--- src/rtl/cpu_pkg.sv ---
// cpu_pkg: shared fetch-stage definitions (default widths, opcodes, predictor counter type).
package cpu_pkg;
    localparam int DEF_PC_W    = 16;
    localparam int DEF_INSTR_W = 18;
    localparam int DEF_GHR_W   = 3;
    localparam logic [5:0] OP_JMP = 6'h30;
    localparam logic [5:0] OP_BEQ = 6'h31;
    localparam logic [5:0] OP_BNE = 6'h32;
    typedef logic [1:0] ctr_t;
    localparam ctr_t CTR_RESET = 2'b01;
endpackage

--- src/rtl/gshare_pht.sv ---
// gshare_pht: table of 2-bit saturating counters, one combinational read port and one update port.
// Ports: clk, reset (sync, active-high); rd_index -> rd_taken (counter MSB);
//        upd_valid/upd_index/upd_taken train one counter per cycle.
// A read that shares an index with a same-cycle update returns the old counter.
module gshare_pht
    import cpu_pkg::*;
#(
    parameter int IDX_W = DEF_GHR_W
) (
    input  logic             clk,
    input  logic             reset,
    input  logic [IDX_W-1:0] rd_index,
    output logic             rd_taken,
    input  logic             upd_valid,
    input  logic [IDX_W-1:0] upd_index,
    input  logic             upd_taken
);
    ctr_t tbl [2**IDX_W];
    ctr_t cur;

    assign rd_taken = tbl[rd_index][1];
    assign cur      = tbl[upd_index];

    always_ff @(posedge clk) begin
        if (reset) begin
            for (int i = 0; i < 2**IDX_W; i++) tbl[i] <= CTR_RESET;
        end else if (upd_valid) begin
            tbl[upd_index] <= upd_taken ? (cur == 2'd3 ? cur : cur + 2'd1)
                                        : (cur == 2'd0 ? cur : cur - 2'd1);
        end
    end
endmodule

--- src/rtl/fetch_gshare_unit.sv ---
// fetch_gshare_unit: fetch stage with PC, instruction memory read and 2-bit-counter next-PC prediction.
// Ports: clk, reset (sync, active-high), Dstall holds the PC;
//        imem_addr/imem_data combinational instruction read;
//        upd_* branch resolution from execute (trains predictor, redirects on mispredict);
//        Finstruction, Finstruction_increment, Fpc, xorout, Fpredict_taken, Fflush to the F/D register.
// Macro GSHARE_EN: index = PC ^ global history; undefined gives a bimodal PC-indexed predictor.
module fetch_gshare_unit
    import cpu_pkg::*;
#(
    parameter int PC_W    = DEF_PC_W,
    parameter int INSTR_W = DEF_INSTR_W,
    parameter int GHR_W   = DEF_GHR_W
) (
    input  logic               clk,
    input  logic               reset,
    input  logic               Dstall,
    output logic [PC_W-1:0]    imem_addr,
    input  logic [INSTR_W-1:0] imem_data,
    input  logic               upd_valid,
    input  logic [GHR_W-1:0]   upd_index,
    input  logic               upd_taken,
    input  logic               upd_mispredict,
    input  logic [PC_W-1:0]    upd_target,
    output logic [INSTR_W-1:0] Finstruction,
    output logic [PC_W-1:0]    Finstruction_increment,
    output logic [PC_W-1:0]    Fpc,
    output logic [GHR_W-1:0]   xorout,
    output logic               Fpredict_taken,
    output logic               Fflush
);
    logic [PC_W-1:0]  pc, pc_next, br_tgt, jmp_tgt;
    logic [GHR_W-1:0] ghr;
    logic [5:0]       opcode;
    logic             is_jmp, is_br, pht_taken, redirect;

    assign opcode   = imem_data[INSTR_W-1 -: 6];
    assign is_jmp   = opcode == OP_JMP;
    assign is_br    = opcode == OP_BEQ || opcode == OP_BNE;
    assign redirect = upd_valid & upd_mispredict;

    assign Fpc                    = pc;
    assign imem_addr              = pc;
    assign Finstruction           = imem_data;
    assign Finstruction_increment = pc + PC_W'(1);
    assign xorout                 = pc[GHR_W-1:0] ^ ghr;
    assign Fpredict_taken         = is_jmp | (is_br & pht_taken);
    assign Fflush                 = redirect & ~reset;

    // Jumps stay within the current 4K-word page; branch offsets are signed 4-bit.
    assign jmp_tgt = {pc[PC_W-1:12], imem_data[11:0]};
    assign br_tgt  = Finstruction_increment + {{(PC_W-4){imem_data[3]}}, imem_data[3:0]};

    always_comb begin
        pc_next = reset          ? '0 :
                  redirect       ? upd_target :
                  Dstall         ? pc :
                  Fpredict_taken ? (is_jmp ? jmp_tgt : br_tgt) :
                                   Finstruction_increment;
    end

    always_ff @(posedge clk) begin
        pc <= pc_next;
    end

`ifdef GSHARE_EN
    // History shifts only on resolution, never speculatively at fetch.
    always_ff @(posedge clk) begin
        if (reset)          ghr <= '0;
        else if (upd_valid) ghr <= {ghr[GHR_W-2:0], upd_taken};
    end
`else
    assign ghr = '0;
`endif

    gshare_pht #(.IDX_W(GHR_W)) u_pht (
        .clk       (clk),
        .reset     (reset),
        .rd_index  (xorout),
        .rd_taken  (pht_taken),
        .upd_valid (upd_valid),
        .upd_index (upd_index),
        .upd_taken (upd_taken)
    );
endmodule

--- config.mk ---
export PLATFORM = sky130hd
export DESIGN_NAME = fetch_gshare_unit
export DESIGN_NICKNAME = d
export VERILOG_FILES = /design/src/rtl/cpu_pkg.sv /design/src/rtl/gshare_pht.sv /design/src/rtl/fetch_gshare_unit.sv
export SDC_FILE = /design/constraint.sdc
export NUM_CORES = 1
export LEC_CHECK = 0
export CORE_ASPECT_RATIO = 1.2
export CORE_UTILIZATION = 45
export DETAILED_ROUTE_END_ITERATION = 12
export GPL_TIMING_DRIVEN = 0
export PLACE_DENSITY = 0.77
export SETUP_SLACK_MARGIN = 0.15
export SYNTH_ARGS = -nofsm -noshare
export SYNTH_HDL_FRONTEND = slang
export SYNTH_HIERARCHICAL = 1
export SYNTH_SLANG_ARGS = --single-unit
--- constraint.sdc ---
create_clock -name clk -period 3.88 [get_ports clk]
set_input_delay 0.97 -clock clk [delete_from_list [all_inputs] [get_ports clk]]
set_output_delay 0.97 -clock clk [all_outputs]
set_load 0.005 [all_outputs]
==> flow_summary.toml, run 1 <==
[min_path]
hold_class = "flip-flop to flip-flop"
worstHoldPathCells = 2
worstHoldEndpoint = "Fpc[15]"
min-delay-start = "Fpc[15]"

[global_route]
top_usage_layer = "met2"
grt_start_max_net_pins = 19
grtUsageMet3 = 0.05213
use_met2 = 0.5036
antenna_found_initial = 0
met1_usage = 0.2930
grt_pass1_vias = 3286
grt_pass1_wl_mm = 15.65
track_usage = 0.2672
grt-ovfl-total = 0

[timing]
fin_skew_ns = 0.009573
setup_violations = 0
period_needed_ns = 3.715
hold_viol = 0
fmax_ghz = 0.2692
maxSlewHeadroom = 0.4493
tightestPinTransition_ns = 0.8247
finalMaxSlewViolations = 0
fin_crit_sh = 0.9574
rsz0062_at_grt = "yes"

[routing]
detail_route.iter0.violations = 206
num_vias = 3415
routed_wl_mm = 10.07
detail-route-antenna-nets = 0
firstDrtPassIters = 4
drc = 0
post_drt_wl_per_cell_microns = 16.67
vias_per_cell = 5.654

[worst_setup_path]
path_class = "input pin to output port"
startpoint_type = "input pin"
r2r_slack_ns = 0.51
r2r_start = "Fpc[0]"
cp-end-kind = "output port"
r2r_cells = 12
crit_arrival_ns = 2.74
worstPathRequired_ns = 2.91
critPathMaxFanout = 10
timing.rr.end = "Fpc[12]"

[pwr]
peakVddDrop_uv = 167.1
p_leak_nw = 1.840
power_density_nw_per_um2 = 254.1

[yosys]
seq_area_frac_synth = 0.2428
synth_edf_count = 16
synth_ff_type = "edfxtp_1"
synth-warning-count = 6
post_synth.cell_area_avg_sq_um = 8.266
synth_nets = 462
synth_cells = 399
ys_ff_latch = 32
synth.distinct_cells = 64
synthArstFlopShare = 0
syn_area_sq_um = 3298

[cells_and_area]
diodes = 0
fin_nets = 579
drive_above_1_share = 0.1373
area_growth_pct = 40.48
final_area_sq_um = 4633
final_cells = 604

[clocking]
path_clk_slew_ns = 0.07
cts_tree = "yes"
holdBufCountCts = 0
insertion_delay_ns = 0.29
root_buffer = "clkbuf_8"
htree_num_levels = 2
clockBufferDepth = 2
numCtsBuffers = 5
post_cts.repair.setup_buffers = 0
clock-sinks = 32

[floorplanning]
fp-row-count = 33
die_y_microns = 95.78
ioPinCount = 114
dieWidth_microns = 80.15
die_area_sq_um = 7677
start_util = 0.4727
core_sq_um = 6978

[run]
drv_cap = 0

[placement]
dp.cells = 596
placed_cell_area_sq_um = 4508
gp_congestion = 0.9725
dp_hpwl_mm = 7.861
portBuffers = 110

[outcome]
status = "finished clean"
[where the power goes]
group	leakage [nW]	switching (mW)	internal, mW
clock network	0.0552	0.145	0.191
logic	1.51	0.193	0.248
registers	0.277	0.0280	0.372
total	1.84	0.366	0.811
[layout make-up]
class	instances	area (sq um)
buffer	52	347.8
clock buffer	6	72.57
clock inverter	2	35.03
fill	592	2345
inverter	8	30.03
multi-input combinational	307	2130
sequential	32	803.3
tap	87	108.9
timing repair buffer	110	1106
[routing by layer]
| metal | part of all wire | up-vias |
|---|---|---|
| met5 | 0 | - |
| met4 | 0.021 | 0 |
| met3 | 0.082 | 23 |
| met2 | 0.53 | 192 |
| met1 | 0.37 | 1551 |
| li1 | - | 1649 |
[flip-flops by register name, indices dropped and copies added, names as in the netlist]
name       count
Fpc           16
u_pht/tbl     16
[cells in the final DEF (no fill, tap or decap), drive strengths merged, types with 16 or more instances in the layout]
master,n
a21oi,26
buf,40
clkbuf,18
clkdlybuf4s50,108
dfxtp,16
edfxtp,16
ha,19
nand2,36
nor2,39
o21ai,19
[through the flow]
stage	worst slack, ns	hold WS (ns)	power [mW]	setup TNS, ns	util
6_report	0.1653	0.5852	1.177	0	0.6640
5_1_grt	0.06710	0.6211	1.226	0	0.6640
4_1_cts	0.1312	0.5862	1.172	0	0.6629
3_5_place_dp	-0.1778	0.5761	0.8455	-0.2482	0.6460
3_3_place_gp	-0.1448	0.5748	0.8367	-0.2066	0.6460
2_1_floorplan	0.9334	0.5465	0.6478	0	-
[logic make-up after synthesis]
logic type | Yosys count | synth area share
xor gates and xnor gates | 27 | 0.07170
muxes | 14 | 0.06639
buffers and inverters | 60 | 0.1134
and+or+nand+nor | 150 | 0.2238
DFF | 32 | 0.2428
AOI/OAI and AO/OA | 94 | 0.1973
adders and majority gates | 22 | 0.08460
[repair_timing]
item                                   in CTS  in global routing
setup endpoints to repair                   2                  8
endpoints found under the hold margin       0                  0
gates resized for setup                     3                  4
gates cloned                                0                  0
[critical path: stages]
cell             delay, ns
clkdlybuf4s50_1       0.42
and4bb_2              0.38
nand2_1               0.09
inv_1                 0.11
clkbuf_4              0.25
clkdlybuf4s50_1       0.53
[cell usage after synthesis, types with 3 or more instances]
cell type / n / area share
a21oi_1: 25 / 0.038
nor2_1: 39 / 0.044
o221ai_1: 3 / 0.0080
ha_1: 19 / 0.072
clkbuf_1: 12 / 0.014
nand4_1: 4 / 0.0076
o211ai_1: 5 / 0.011
nor2b_1: 4 / 0.0076
o21ai_0: 17 / 0.026
a221oi_1: 3 / 0.0080
mux2i_1: 5 / 0.015
o41ai_1: 3 / 0.0080
dfxtp_1: 16 / 0.097
inv_1: 8 / 0.0091
mux4_2: 6 / 0.041
nand3_1: 13 / 0.020
a211oi_1: 3 / 0.0068
xor2_1: 13 / 0.035
edfxtp_1: 16 / 0.15
buf_4: 37 / 0.084
xnor2_1: 14 / 0.037
or3_1: 4 / 0.0076
nor4_1: 5 / 0.0095
nor3_1: 13 / 0.020
nand2b_1: 13 / 0.025
a21o_1: 9 / 0.020
nand2_1: 36 / 0.041
or2_1: 4 / 0.0076
and3_1: 3 / 0.0057
a31oi_1: 5 / 0.0095
mux2_2: 3 / 0.010
[worst max path at each step]
stage	to	startpoint	slack, ns
finish	Fpredict_taken	imem_data[14]	0.17
global route	Fpredict_taken	imem_data[16]	0.07
CTS	Fpredict_taken	imem_data[12]	0.13
detailed placement	Fpredict_taken	imem_data[12]	-0.18
global placement	Fpredict_taken	imem_data[12]	-0.14
floorplan	Fpc[11]	Fpc[0]	0.93
Note: power is estimated with default switching activity, not from simulation.
==> run 2: changes to the inputs <==
--- a/config.mk
+++ b/config.mk
@@ -6,10 +6,11 @@
 export NUM_CORES = 1
 export LEC_CHECK = 0
 export CORE_ASPECT_RATIO = 1.2
-export CORE_UTILIZATION = 45
+export CORE_UTILIZATION = 47
 export DETAILED_ROUTE_END_ITERATION = 12
+export GPL_ROUTABILITY_DRIVEN = 0
 export GPL_TIMING_DRIVEN = 0
-export PLACE_DENSITY = 0.77
+export PLACE_DENSITY = 0.8
 export SETUP_SLACK_MARGIN = 0.15
 export SYNTH_ARGS = -nofsm -noshare
 export SYNTH_HDL_FRONTEND = slang
==> flow_summary.toml, run 2 (synthesis gave the netlist of run 1 again) <==
[outcome]
status = "finished clean"

[global_route]
grt_start_max_net_pins = 19
grt_pass1_wl_mm = 16.00
track_usage = 0.2808
grt_pass1_vias = 3359
antenna_found_initial = 0
grt-ovfl-total = 0

[clocking]
clock-sinks = 32
htree_num_levels = 2
cts_tree = "yes"
path_clk_slew_ns = 0.06
holdBufCountCts = 0
ctsResizeCount = 4
root_buffer = "clkbuf_8"
clockBufferDepth = 2
post_cts.repair.setup_buffers = 0
numCtsBuffers = 5
insertion_delay_ns = 0.29

[routing]
firstDrtPassIters = 5
detail_route.iter0.violations = 234
num_vias = 3488
top_layer = "met4"
detail-route-antenna-nets = 0
drc = 0
routed_wl_mm = 10.15
post_drt_wl_per_cell_microns = 16.80
wl_met3_microns = 637
wirelength_met1_mm = 3.948
vias_per_cell = 5.775
dr_wl_met2_mm = 5.209

[worst_setup_path]
cp_common_cell = "clkdlybuf4s50_1"
startpoint = "upd_valid"
crit_slowest_cell = "clkdlybuf4s50_1"
crit_chain = "clkdlybuf4s50_1 > nand2_1 > nor2_1 > clkdlybuf4s50_1"
critPathMaxFanout = 8
r2r_start = "Fpc[0]"
path_class = "input pin to output port"
critical-path-top-delay-family = "buffers and inverters"
critPathMaxStageDelay_ns = 0.57
cp-end-kind = "output port"
worstPathRequired_ns = 2.91
cp_num_buf_inv = 2
crit_arrival_ns = 2.71
startpoint_type = "input pin"

[pwr]
p_leak_nw = 1.829
power_density_nw_per_um2 = 239.1
peakVddDrop_uv = 188.7

[min_path]
min-delay-start = "Fpc[15]"
hold_class = "flip-flop to flip-flop"

[floorplanning]
start_util = 0.4841
die_y_microns = 93.77
ioPinCount = 114
dieWidth_microns = 78.47
core_sq_um = 6813
fp-row-count = 33
die_area_sq_um = 7358

[timing]
hold_viol = 0
tightestPinTransition_ns = 0.8346
fin_skew_ns = 0.009070
rsz0062_at_grt = "no"
fin_crit_sh = 0.9475
finalMaxSlewViolations = 0
setup_slack_ns = 0.2036
tns_ns = 0
fmax_ghz = 0.2720
maxSlewHeadroom = 0.4427
period_needed_ns = 3.676
setup_violations = 0

[cells_and_area]
area_growth_pct = 39.91
drive_above_1_share = 0.1354
layout_common_cells = "108 x clkdlybuf4s50_1, 39 x nor2_1, 37 x buf_4"
final_common_cell = "clkdlybuf4s50_1"
diodes = 0
final.fill_count = 580
final_area_sq_um = 4614
fin_nets = 579

[placement]
portBuffers = 110
dp_slack_ns = -0.2324
placed_cell_area_sq_um = 4508
dp_hpwl_mm = 7.919

[run]
drv_cap = 0
run 2: through the flow:
| stage | total power [mW] | utilization | instances | hold slack [ns] |
|---|---|---|---|---|
| 6_report | 1.103 | 0.6773 | 604 | 0.5822 |
| 4_1_cts | 1.104 | 0.6753 | 604 | 0.5849 |
| 5_1_grt | 1.159 | 0.6773 | 604 | 0.6286 |
| 3_5_place_dp | 0.8485 | 0.6617 | 596 | 0.5745 |
| 3_3_place_gp | 0.8364 | 0.6617 | 596 | 0.5695 |
| 2_1_floorplan | 0.6478 | - | 399 | 0.5465 |
run 2: cell type report:
class	instances	area, sq um	area share
clock inverter	1	5.005	0.001085
sequential	32	803.3	0.1741
timing repair buffer	110	1106	0.2397
inverter	8	30.03	0.006508
tap	87	108.9	0.02359
buffer	52	351.6	0.07619
multi-input combinational	307	2133	0.4623
clock buffer	7	76.32	0.01654
run 2: worst min-delay path, delay by kind of cell (launching register included):
family | cells | cell delay (ns)
flip-flops | 1 | 0.35
AO/OA/AOI/OAI | 2 | 0.19
run 2: power breakdown:
group	internal, mW	switching [mW]	leakage [nW]
clock	0.126	0.131	0.0422
combinational	0.249	0.196	1.51
sequential	0.372	0.0286	0.277
run 2: final timing paths:
check / end / slack, ns / cells past startpoint
setup / recovery: Fflush / 0.20 / 4
setup reg to reg: Fpc[12] / 0.49 / 12
hold reg to reg: Fpc[15] / 0.58 / 2
hold / removal: Fpc[15] / 0.58 / 2
run 2: layer usage:
layer	GRT usage	up-vias
li1	-	1659
met4	0.1744	0
met5	0	-
met1	0.3137	1635
met2	0.4971	165
met3	0.04272	29
==> run 3: changes to the inputs <==
--- a/config.mk
+++ b/config.mk
@@ -10,8 +10,9 @@
 export DETAILED_ROUTE_END_ITERATION = 12
 export GPL_ROUTABILITY_DRIVEN = 0
 export GPL_TIMING_DRIVEN = 0
-export PLACE_DENSITY = 0.8
+export PLACE_DENSITY = 0.82
 export SETUP_SLACK_MARGIN = 0.15
+export SKIP_CTS_REPAIR_TIMING = 1
 export SYNTH_ARGS = -nofsm -noshare
 export SYNTH_HDL_FRONTEND = slang
 export SYNTH_HIERARCHICAL = 1
==> constraint.sdc (replaced) <==
create_clock -name clk -period 3.65 [get_ports clk]
set_input_delay 0.9125 -clock clk [delete_from_list [all_inputs] [get_ports clk]]
set_output_delay 0.9125 -clock clk [all_outputs]
set_load 0.005 [all_outputs]
==> flow_summary.toml, run 3 (synthesis gave the netlist of run 1 again) <==
[clocking]
root_buffer = "clkbuf_8"
cts_tree = "yes"
path_clk_slew_ns = 0.07
numCtsBuffers = 5
insertion_delay_ns = 0.29
htree_num_levels = 2
clockBufferDepth = 2
clock-sinks = 32

[global_route]
track_usage = 0.2864
grt_start_max_net_pins = 19
grt-ovfl-total = 0
grt_pass1_wl_mm = 16.47
grt_pass1_vias = 3474
antenna_found_initial = 0

[routing]
detail-route-antenna-nets = 0
routed_wl_mm = 10.25
vias_per_cell = 5.816
detail_route.iter0.violations = 301
num_vias = 3513
firstDrtPassIters = 5
post_drt_wl_per_cell_microns = 16.98
drc = 0

[timing]
period_needed_ns = 3.428
fin_skew_ns = 0.007129
tightestPinTransition_ns = 0.8235
setup_violations = 0
setup_slack_ns = 0.2223
hold_viol = 0
fmax_ghz = 0.2917
rsz0062_at_grt = "yes"
finalMaxSlewViolations = 0
fin_crit_sh = 0.9391
whs_ns = 0.5921
maxSlewHeadroom = 0.4501

[pwr]
power_density_nw_per_um2 = 252.2
p_leak_nw = 1.873
p_total_mw = 1.175
peakVddDrop_uv = 202.3

[cells_and_area]
drive_above_1_share = 0.1509
layout_common_cells = "107 x clkdlybuf4s50_1, 38 x nor2_1, 37 x buf_4"
diodes = 0
final_common_cell = "clkdlybuf4s50_1"
multi_input_area_sq_um = 2170
final.fill_count = 580
area_growth_pct = 41.31
fin_util = 0.6841
fin_nets = 579
final_cells = 604
regArea_sq_um = 807.0

[worst_setup_path]
crit_arrival_ns = 2.52
critPathMaxFanout = 7
worstPathRequired_ns = 2.74
cp-end-kind = "output port"
path_class = "flip-flop to output port"
startpoint_type = "flip-flop"

[floorplanning]
start_util = 0.4841
ioPinCount = 114
fp-row-count = 33
core_sq_um = 6813
dieWidth_microns = 78.47
die_area_sq_um = 7358
die_y_microns = 93.77

[placement]
dp.cells = 596
portBuffers = 110
dp_hpwl_mm = 7.877
dp_slack_ns = -0.3035

[min_path]
hold_class = "flip-flop to flip-flop"

[outcome]
status = "finished clean"

[run]
drv_cap = 0
## run 3: cell types whose count changed in the layout (fill, tap and decap cells not counted), sizes merged
cell / previous run / this run
dlymetal6s2s: 2 / 3
clkdlybuf4s50: 108 / 107
## run 3: per-layer routing
layer	GRT usage	routed length [microns]	vias to the layer above
met4	0.1373	320	0
met5	0	0	-
met2	0.5263	5306	171
li1	-	-	1652
met3	0.04272	672	31
met1	0.3203	3955	1659
## run 3: path summary, 6_finish.rpt
check	from	to	slack, ns	depth (start not counted)
hold reg to reg	Fpc[15]	Fpc[15]	0.59	2
setup reg to reg	Fpc[4]	Fpc[12]	0.33	10
setup / recovery	Fpc[4]	Finstruction_increment[11]	0.22	5
hold / removal	Fpc[15]	Fpc[15]	0.59	2
## run 3: per-stage QoR
stage	area [sq um]	TNS [ns]
2_1_floorplan	3298	0
5_1_grt	4661	0
3_3_place_gp	4508	-0.7651
4_1_cts	4588	-0.4291
6_report	4661	0
3_5_place_dp	4508	-0.9573
## run 3: area by class of cell
type | instances | share of cell area
plain buffers | 52 | 0.07651
inverters | 8 | 0.006443
clock buffers | 7 | 0.01638
flip-flops and latches | 32 | 0.1732
clock inverters | 1 | 0.0008054
multi-input cells | 307 | 0.4655
repair buffers | 110 | 0.2379
well taps | 87 | 0.02336
## run 3: power breakdown
part	switching [mW]	leakage, nW	internal (mW)
Combinational	0.210	1.56	0.265
Clock	0.140	0.0399	0.133
Sequential	0.0312	0.278	0.396
## run 3: critical path, stage by stage (launching register included)
cell and delay, ns:
dfxtp_1 0.47, nand3_1 0.30, nor3_2 0.35, nand3_1 0.25
xnor2_2 0.31, clkdlybuf4s50_1 0.55
